<file path="config.mk">
export PLATFORM = sky130hd
export DESIGN_NAME = pc_sequencer
export DESIGN_NICKNAME = d
export VERILOG_FILES = /design/src/rtl/pc_sequencer.sv
export SDC_FILE = /design/constraint.sdc
export NUM_CORES = 1
export LEC_CHECK = 0
export ABC_AREA = 1
export CORE_MARGIN = 2
export CORE_UTILIZATION = 50
export CTS_CLUSTER_DIAMETER = 200
export CTS_CLUSTER_SIZE = 16
export DETAILED_ROUTE_END_ITERATION = 10
export PLACE_DENSITY = 0.85
export SLEW_MARGIN = 20
export SYNTH_ARGS = -nofsm -noshare
export SYNTH_HDL_FRONTEND = slang
export SYNTH_SLANG_ARGS = --single-unit
</file>
<file path="constraint.sdc">
create_clock -name CLK -period 3.1 [get_ports CLK]
set_input_delay 0.31 -clock CLK [delete_from_list [all_inputs] [get_ports CLK]]
set_output_delay 0.31 -clock CLK [all_outputs]
set_load 0.03 [all_outputs]
</file>
<file path="src/rtl/pc_sequencer.sv">
`timescale 1ns/1ps
// Fetch-stage PC sequencer: RESET->LOAD->RUN/HALT FSM with stall/jump/return/branch next-PC select.
// All state moves on the falling CLK edge; define PC_RAS_EN to add the circular return-address stack.
module pc_sequencer #(
    parameter int unsigned      WIDTH     = 32,
    parameter int unsigned      INC       = 4,
    parameter int unsigned      IMM_SHIFT = 2,
    parameter logic [WIDTH-1:0] RESET_VEC = '0,
    parameter int unsigned      RAS_DEPTH = 4
) (
    input  logic             CLK,
    input  logic             MasterReset_L,
    input  logic [WIDTH-1:0] startPC,
    input  logic [WIDTH-1:0] imm32,
    input  logic             nPC_Sel,
    input  logic             zero,
    input  logic             jump,
    input  logic [WIDTH-1:0] jump_target,
    input  logic             call,
    input  logic             ret,
    input  logic             stall,
    input  logic             halt,
    input  logic             resume,
    output logic [WIDTH-1:0] PC,
    output logic             pc_valid,
    output logic             redirect,
    output logic             ras_underflow
);

    typedef enum logic [1:0] {ST_RESET, ST_LOAD, ST_RUN, ST_HALT} state_t;

    state_t           state, state_nxt;
    logic [WIDTH-1:0] pc_nxt, pc_seq, pc_branch, ras_top;
    logic             redirect_nxt, run_go, ret_hit, ret_miss;

    assign pc_seq    = PC + WIDTH'(INC);
    assign pc_branch = pc_seq + (imm32 << IMM_SHIFT);
    // run_go: a RUN cycle that actually advances the PC (not halting, not stalled)
    assign run_go    = (state == ST_RUN) && !halt && !stall;
    assign pc_valid  = (state == ST_RUN) && !stall;

`ifdef PC_RAS_EN
    localparam int unsigned PW = (RAS_DEPTH > 1) ? $clog2(RAS_DEPTH) : 1;

    logic [WIDTH-1:0] ras_mem [RAS_DEPTH];
    logic [PW-1:0]    ras_sp, ras_top_idx;
    logic [PW:0]      ras_cnt;
    logic             ras_push;

    // ras_sp points at the next free slot; wrapping it overwrites the oldest entry
    assign ras_top_idx = ras_sp - PW'(1);
    assign ras_top     = ras_mem[ras_top_idx];
    assign ras_push    = run_go && call;
    assign ret_hit     = run_go && !jump && !call && ret && (ras_cnt != '0);
    assign ret_miss    = run_go && !jump && !call && ret && (ras_cnt == '0);

    always_ff @(negedge CLK or negedge MasterReset_L) begin
        if (!MasterReset_L) begin
            ras_sp        <= '0;
            ras_cnt       <= '0;
            ras_underflow <= 1'b0;
        end else begin
            if (ras_push) begin
                ras_sp <= ras_sp + PW'(1);
                if (ras_cnt != (PW+1)'(RAS_DEPTH)) ras_cnt <= ras_cnt + (PW+1)'(1);
            end else if (ret_hit) begin
                ras_sp  <= ras_top_idx;
                ras_cnt <= ras_cnt - (PW+1)'(1);
            end
            if (ret_miss) ras_underflow <= 1'b1;
        end
    end

    always_ff @(negedge CLK) begin
        if (ras_push) ras_mem[ras_sp] <= pc_seq;
    end
`else
    logic unused_ret;

    assign unused_ret    = ret;
    assign ras_top       = '0;
    assign ret_hit       = 1'b0;
    assign ret_miss      = 1'b0;
    assign ras_underflow = 1'b0;
`endif

    always_ff @(negedge CLK or negedge MasterReset_L) begin
        if (!MasterReset_L) begin
            state    <= ST_RESET;
            PC       <= RESET_VEC;
            redirect <= 1'b0;
        end else begin
            state    <= state_nxt;
            PC       <= pc_nxt;
            redirect <= redirect_nxt;
        end
    end

    always_comb begin
        state_nxt    = state;
        pc_nxt       = PC;
        redirect_nxt = 1'b0;
        case (state)
            ST_RESET: state_nxt = ST_LOAD;
            ST_LOAD: begin
                pc_nxt    = startPC;
                state_nxt = ST_RUN;
            end
            ST_HALT: if (resume) state_nxt = ST_RUN;
            ST_RUN: begin
                if (halt) begin
                    state_nxt = ST_HALT;
                end else if (!stall) begin
                    if (jump || call) begin
                        pc_nxt       = jump_target;
                        redirect_nxt = 1'b1;
                    end else if (ret_hit) begin
                        pc_nxt       = ras_top;
                        redirect_nxt = 1'b1;
                    end else if (ret_miss) begin
                        pc_nxt = pc_seq;
                    end else if (nPC_Sel && zero) begin
                        pc_nxt       = pc_branch;
                        redirect_nxt = 1'b1;
                    end else begin
                        pc_nxt = pc_seq;
                    end
                end
            end
            default: state_nxt = ST_RESET;
        endcase
    end

endmodule
</file>
==> results of run 1 <==
kinds of logic after synthesis:
group / synth area share
AND/OR/NAND/NOR: 0.483
AO/OA/AOI/OAI: 0.104
buffers and inverters: 0.134
adder cells (fa/ha/maj): 0.0875
flip-flops: 0.159
XOR/XNOR: 0.0331
other: 0.000679
synthesized netlist by cell type (8+ instances only):
master / n
nand2_1: 363
inv_1: 164
nor2_1: 146
nand3_1: 80
a21oi_1: 65
ha_1: 37
dfrtn_1: 35
xor2_1: 13
clkbuf_1: 11
nand4_1: 10
nand3b_1: 8
nor3_1: 8
o21ai_0: 8
layer usage:
metal | overflow | track usage
met5 | 0 | 0.321
met4 | 1 | 0.666
met3 | 0 | 0.613
met2 | 3 | 0.880
met1 | 0 | 0.709
timing repair:
item,4_1_cts
gates resized for setup,362
pin swaps,157
setup buffers,17
setup endpoints to repair,53
cloned,0
per-stage QoR:
step | TNS [ps] | hold WS [ps] | setup WS (ps)
after floorplan | -1780 | 453 | -279
after global placement | -21200 | 474 | -791
after detailed placement | -22680 | 472 | -865
after CTS | -696 | 447 | -142
==> metrics.txt, run 1 <==
status=did not finish; synthesized flop and latch total=35; Synth Area per Inst=between 5 and 6 um^2; Cell variety after synth=40; root buffer cell=clkbuf_8; Post-Syn Instances=1025; worst endpoint after global-route timing repair=PC[26]$_DFFE_NN0P_/D; Top Ports=about 140; placed wire-length estimate=around 17 mm; largest area contributor in the netlist=nand2_1; Initial Util=0.512; dpl cells=1368; DP Area=a little over 0.008 mm^2; Total GRT Usage=0.721; clock buffer count from CTS=5; main area contributors after synthesis=nand2_1 (25%), dfrtn_1 (16%), inv_1 (11%); Yosys top cell area share=0.247; worst endpoint type=register data pin; Log Error=[ERROR GRT-0232] Routing congestion too high. Check the congestion heatmap in the GUI.; Clock Tree Buf Depth=2; IO Port Bufs=~140; clk sinks=35; Mapped Area=approximately 0.0055 mm^2; largest net degree at the start of global routing=52; gr ovfl total=4; Mapped Nets=~1200; routability cong.=about 0.98; Most used DFF post-synth=dfrtn_1; std cell rows=38; Fail Step=5_1_grt; Yosys Warn Count=0; number of H-tree levels=2; EDFF count, synth=0; Synth async-reset ratio=1.00; Hold Buf Count CTS=0; post-synthesis sequential area ratio=0.159; width of the die=between 100 and 150 um; Die Y=between 100 and 150 um
==> run 2: changes to the inputs <==
Settings changed: CORE_UTILIZATION 50 to 35, CTS_CLUSTER_DIAMETER 200 to not set, CTS_CLUSTER_SIZE 16 to not set, PLACE_DENSITY 0.85 to not set, PLACE_DENSITY_LB_ADDON set to 0.15.
==> run 2 against run 1 <==
The flow now finishes, with violations (setup timing); area after synthesis unchanged; synthesized cell count unchanged.
==> metrics.txt, run 2 <==
status=finished with violations; failing checks=setup timing; setup tns final=-926 ps; DRC=0; Crit path arrival time=1830 ps; main area contributors after synthesis=nand2_1 (25%), dfrtn_1 (16%), inv_1 (11%); std cell rows=45; clk sinks=35; Non-Filler Instances=1479; number of fill cells in the layout=about 1500; Slew @ Worst Pin=about 520 ps; Hold Buf Count CTS=0; final instance area=~0.0095 mm^2; Final Hold Viols=0; Hold Slack=463 ps; diode count=0; dpl cells=1450; Cell variety after synth=40; critical path fanouts, max=4; most frequent cell after synthesis=nand2_1; Nets=roughly 1400; first-pass GRT wire length=around 35 mm; vias in the first global route=approximately 7000; Core ar.=between 0.015 and 0.02 mm^2; 1st-pass router iterations=5; routed vias/inst=around 5.0; Hold Path Class=flip-flop to flip-flop; DR WL/cell=approximately 15 um; Fin Clk Skew=2.80 ps; Mapped Area=between 0.005 and 0.006 mm^2; pwr dens=roughly 760 mW/mm^2; initial antenna violation count=0; largest net degree at the start of global routing=52; Setup crit end=PC[10]; Crit Path Class=primary input to flip-flop; Yosys Warn Count=0; delay-heaviest family, CP=simple AND/OR/NAND/NOR gates; root buffer cell=clkbuf_16; Mapped Nets=roughly 1200; R2R depth=20; Clock Tree Buf Depth=2; clock latency on the worst-skew pair=around 310 ps; R2R Setup Slk=30 ps; number of flip-flops in the largest register=32; Crit-path slowest cell=fa_2; commonest non-fill, non-tap cells in the layout=nand2_1 (255), inv_1 (142), buf_4 (122); Routed WL=about 23 mm; IO Port Bufs=around 140; Top reg by flops=PC; crit path buf inv count=1; DP Area=~0.0082 mm^2; placed wire-length estimate=~18 mm; Post-Syn Instances=roughly 1000; CTS tree=yes; Layout area overhead=72.9%; Worst EP required=1690 ps; DRT iter0 DRCs=512; share of layout cells above drive strength 1=0.381; area of the die=0.0168 mm^2; Critical Path End Type=flip-flop; Worst Setup Slack, final=-132 ps; Critical path origin=imm32[0]; EDFF count, synth=0; post-synthesis sequential area ratio=0.159; Slew Limit Fails=0; Most used DFF post-synth=dfrtn_1; Setup Viol. Count Final=18; clock buffer count from CTS=5; Place WS=-860 ps; Slew headroom=0.656; most instantiated cells after synthesis=nand2_1 (363), inv_1 (164), nor2_1 (146), nand3_1 (80), a21oi_1 (65); R2R Path Start=PC[2]; Total GRT Usage=0.265; routability cong.=approximately 0.9; Die Y=~130 um; Top Ports=141; most common cell after layout, fill and taps aside=nand2_1; Startpoint Class=primary input; Synth async-reset ratio=1.00; RSZ-0062 raised after global routing=yes; Critical R2R Capture=PC[30]; critical path's largest stage delay=370 ps; gr ovfl total=0; Yosys top cell area share=0.247; WP depth=12; number of H-tree levels=2; width of the die=approximately 130 um; Routed Antenna Nets=0; Initial Util=0.361; VDD IR max=between 300 and 400 uV; Synth Area per Inst=between 5 and 6 um^2; Largest regs=PC (32), state (2), redirect (1); Clk pin slew, worst setup/hold paths=40 ps; largest area contributor in the netlist=nand2_1; max-cap viol count=0; static leakage=~0.0047 uW; CP cell instances=buf_6, ha_4, fa_2, nand3_4, nand3_4, nand2_2, nand2_4, or2_4, nand3_2, nand3_2, o211ai_1, a21oi_1; synthesized flop and latch total=35; DR vias=about 7300
run 2: cell counts after synthesis:
No cell type changed its count.
run 2: cell families (layout without fill, tap and decap cells):
family	Yosys count	in the layout	synth area share
and+or+nand+nor	640	640	0.483
buffers and inverters	192	435	0.134
AOI/OAI and AO/OA	99	99	0.104
adders and majority gates	38	38	0.0875
DFF	35	35	0.159
xor gates and xnor gates	20	20	0.0331
other	1	1	0.000679
run 2: how the worst min path moves through the flow:
stage,from,end,slack (ps),depth (start not counted)
detailed placement,state[1],state[1],480,2
floorplan,state[1],state[1],450,2
global placement,state[1],state[1],480,2
CTS,state[1],state[1],460,2
finish,state[1],state[1],460,2
global route,state[1],state[1],480,2
run 2: through the flow:
step                utilization  total power, uW
floorplan                     -             3560
global placement          0.534             5270
detailed placement        0.534             5300
CTS                       0.589             6600
global route              0.623             7770
finish                    0.623             7270
run 2: power by group:
group | total [uW] | leakage, uW | switching, uW | internal (uW)
registers | 841 | 0.000388 | 223 | 618
logic | 5890 | 0.00422 | 3410 | 2480
clock network | 541 | 0.0000772 | 199 | 342
total | 7270 | 0.00469 | 3830 | 3440
run 2: final cells by class:
type / instances / area, um^2 / area share
timing repair buffer: 258 / 2230 / 0.234
multi-input combinational: 798 / 5380 / 0.563
inverter: 169 / 637 / 0.0667
clock buffer: 8 / 156 / 0.0164
tap: 211 / 264 / 0.0277
sequential: 35 / 876 / 0.0917
run 2: what timing repair did:
| item | CTS | global route |
|---|---|---|
| endpoints found under the setup margin | 47 | 35 |
| pin swaps | 146 | 102 |
| setup buffers | 12 | 11 |
| gates resized for setup | 325 | 134 |
run 2: worst register-to-register path: cells and delay by family (launching register included):
kind,cells,cell delay (ps)
buffers and inverters,2,220
adders and majority gates,1,340
DFF,1,470
AOI/OAI and AO/OA,2,250
and+or+nand+nor,15,1630
run 2: per-layer routing:
layer / wire (um) / share of wire / up-vias / GRT usage
li1: - / - / 3672 / -
met1: 10700 / 0.47 / 3399 / 0.374
met2: 10500 / 0.46 / 247 / 0.440
met3: 1240 / 0.054 / 26 / 0.0264
met4: 317 / 0.014 / 0 / 0.0519
met5: 0 / 0 / - / 0
No activity file was read; power rests on OpenSTA's default activity.
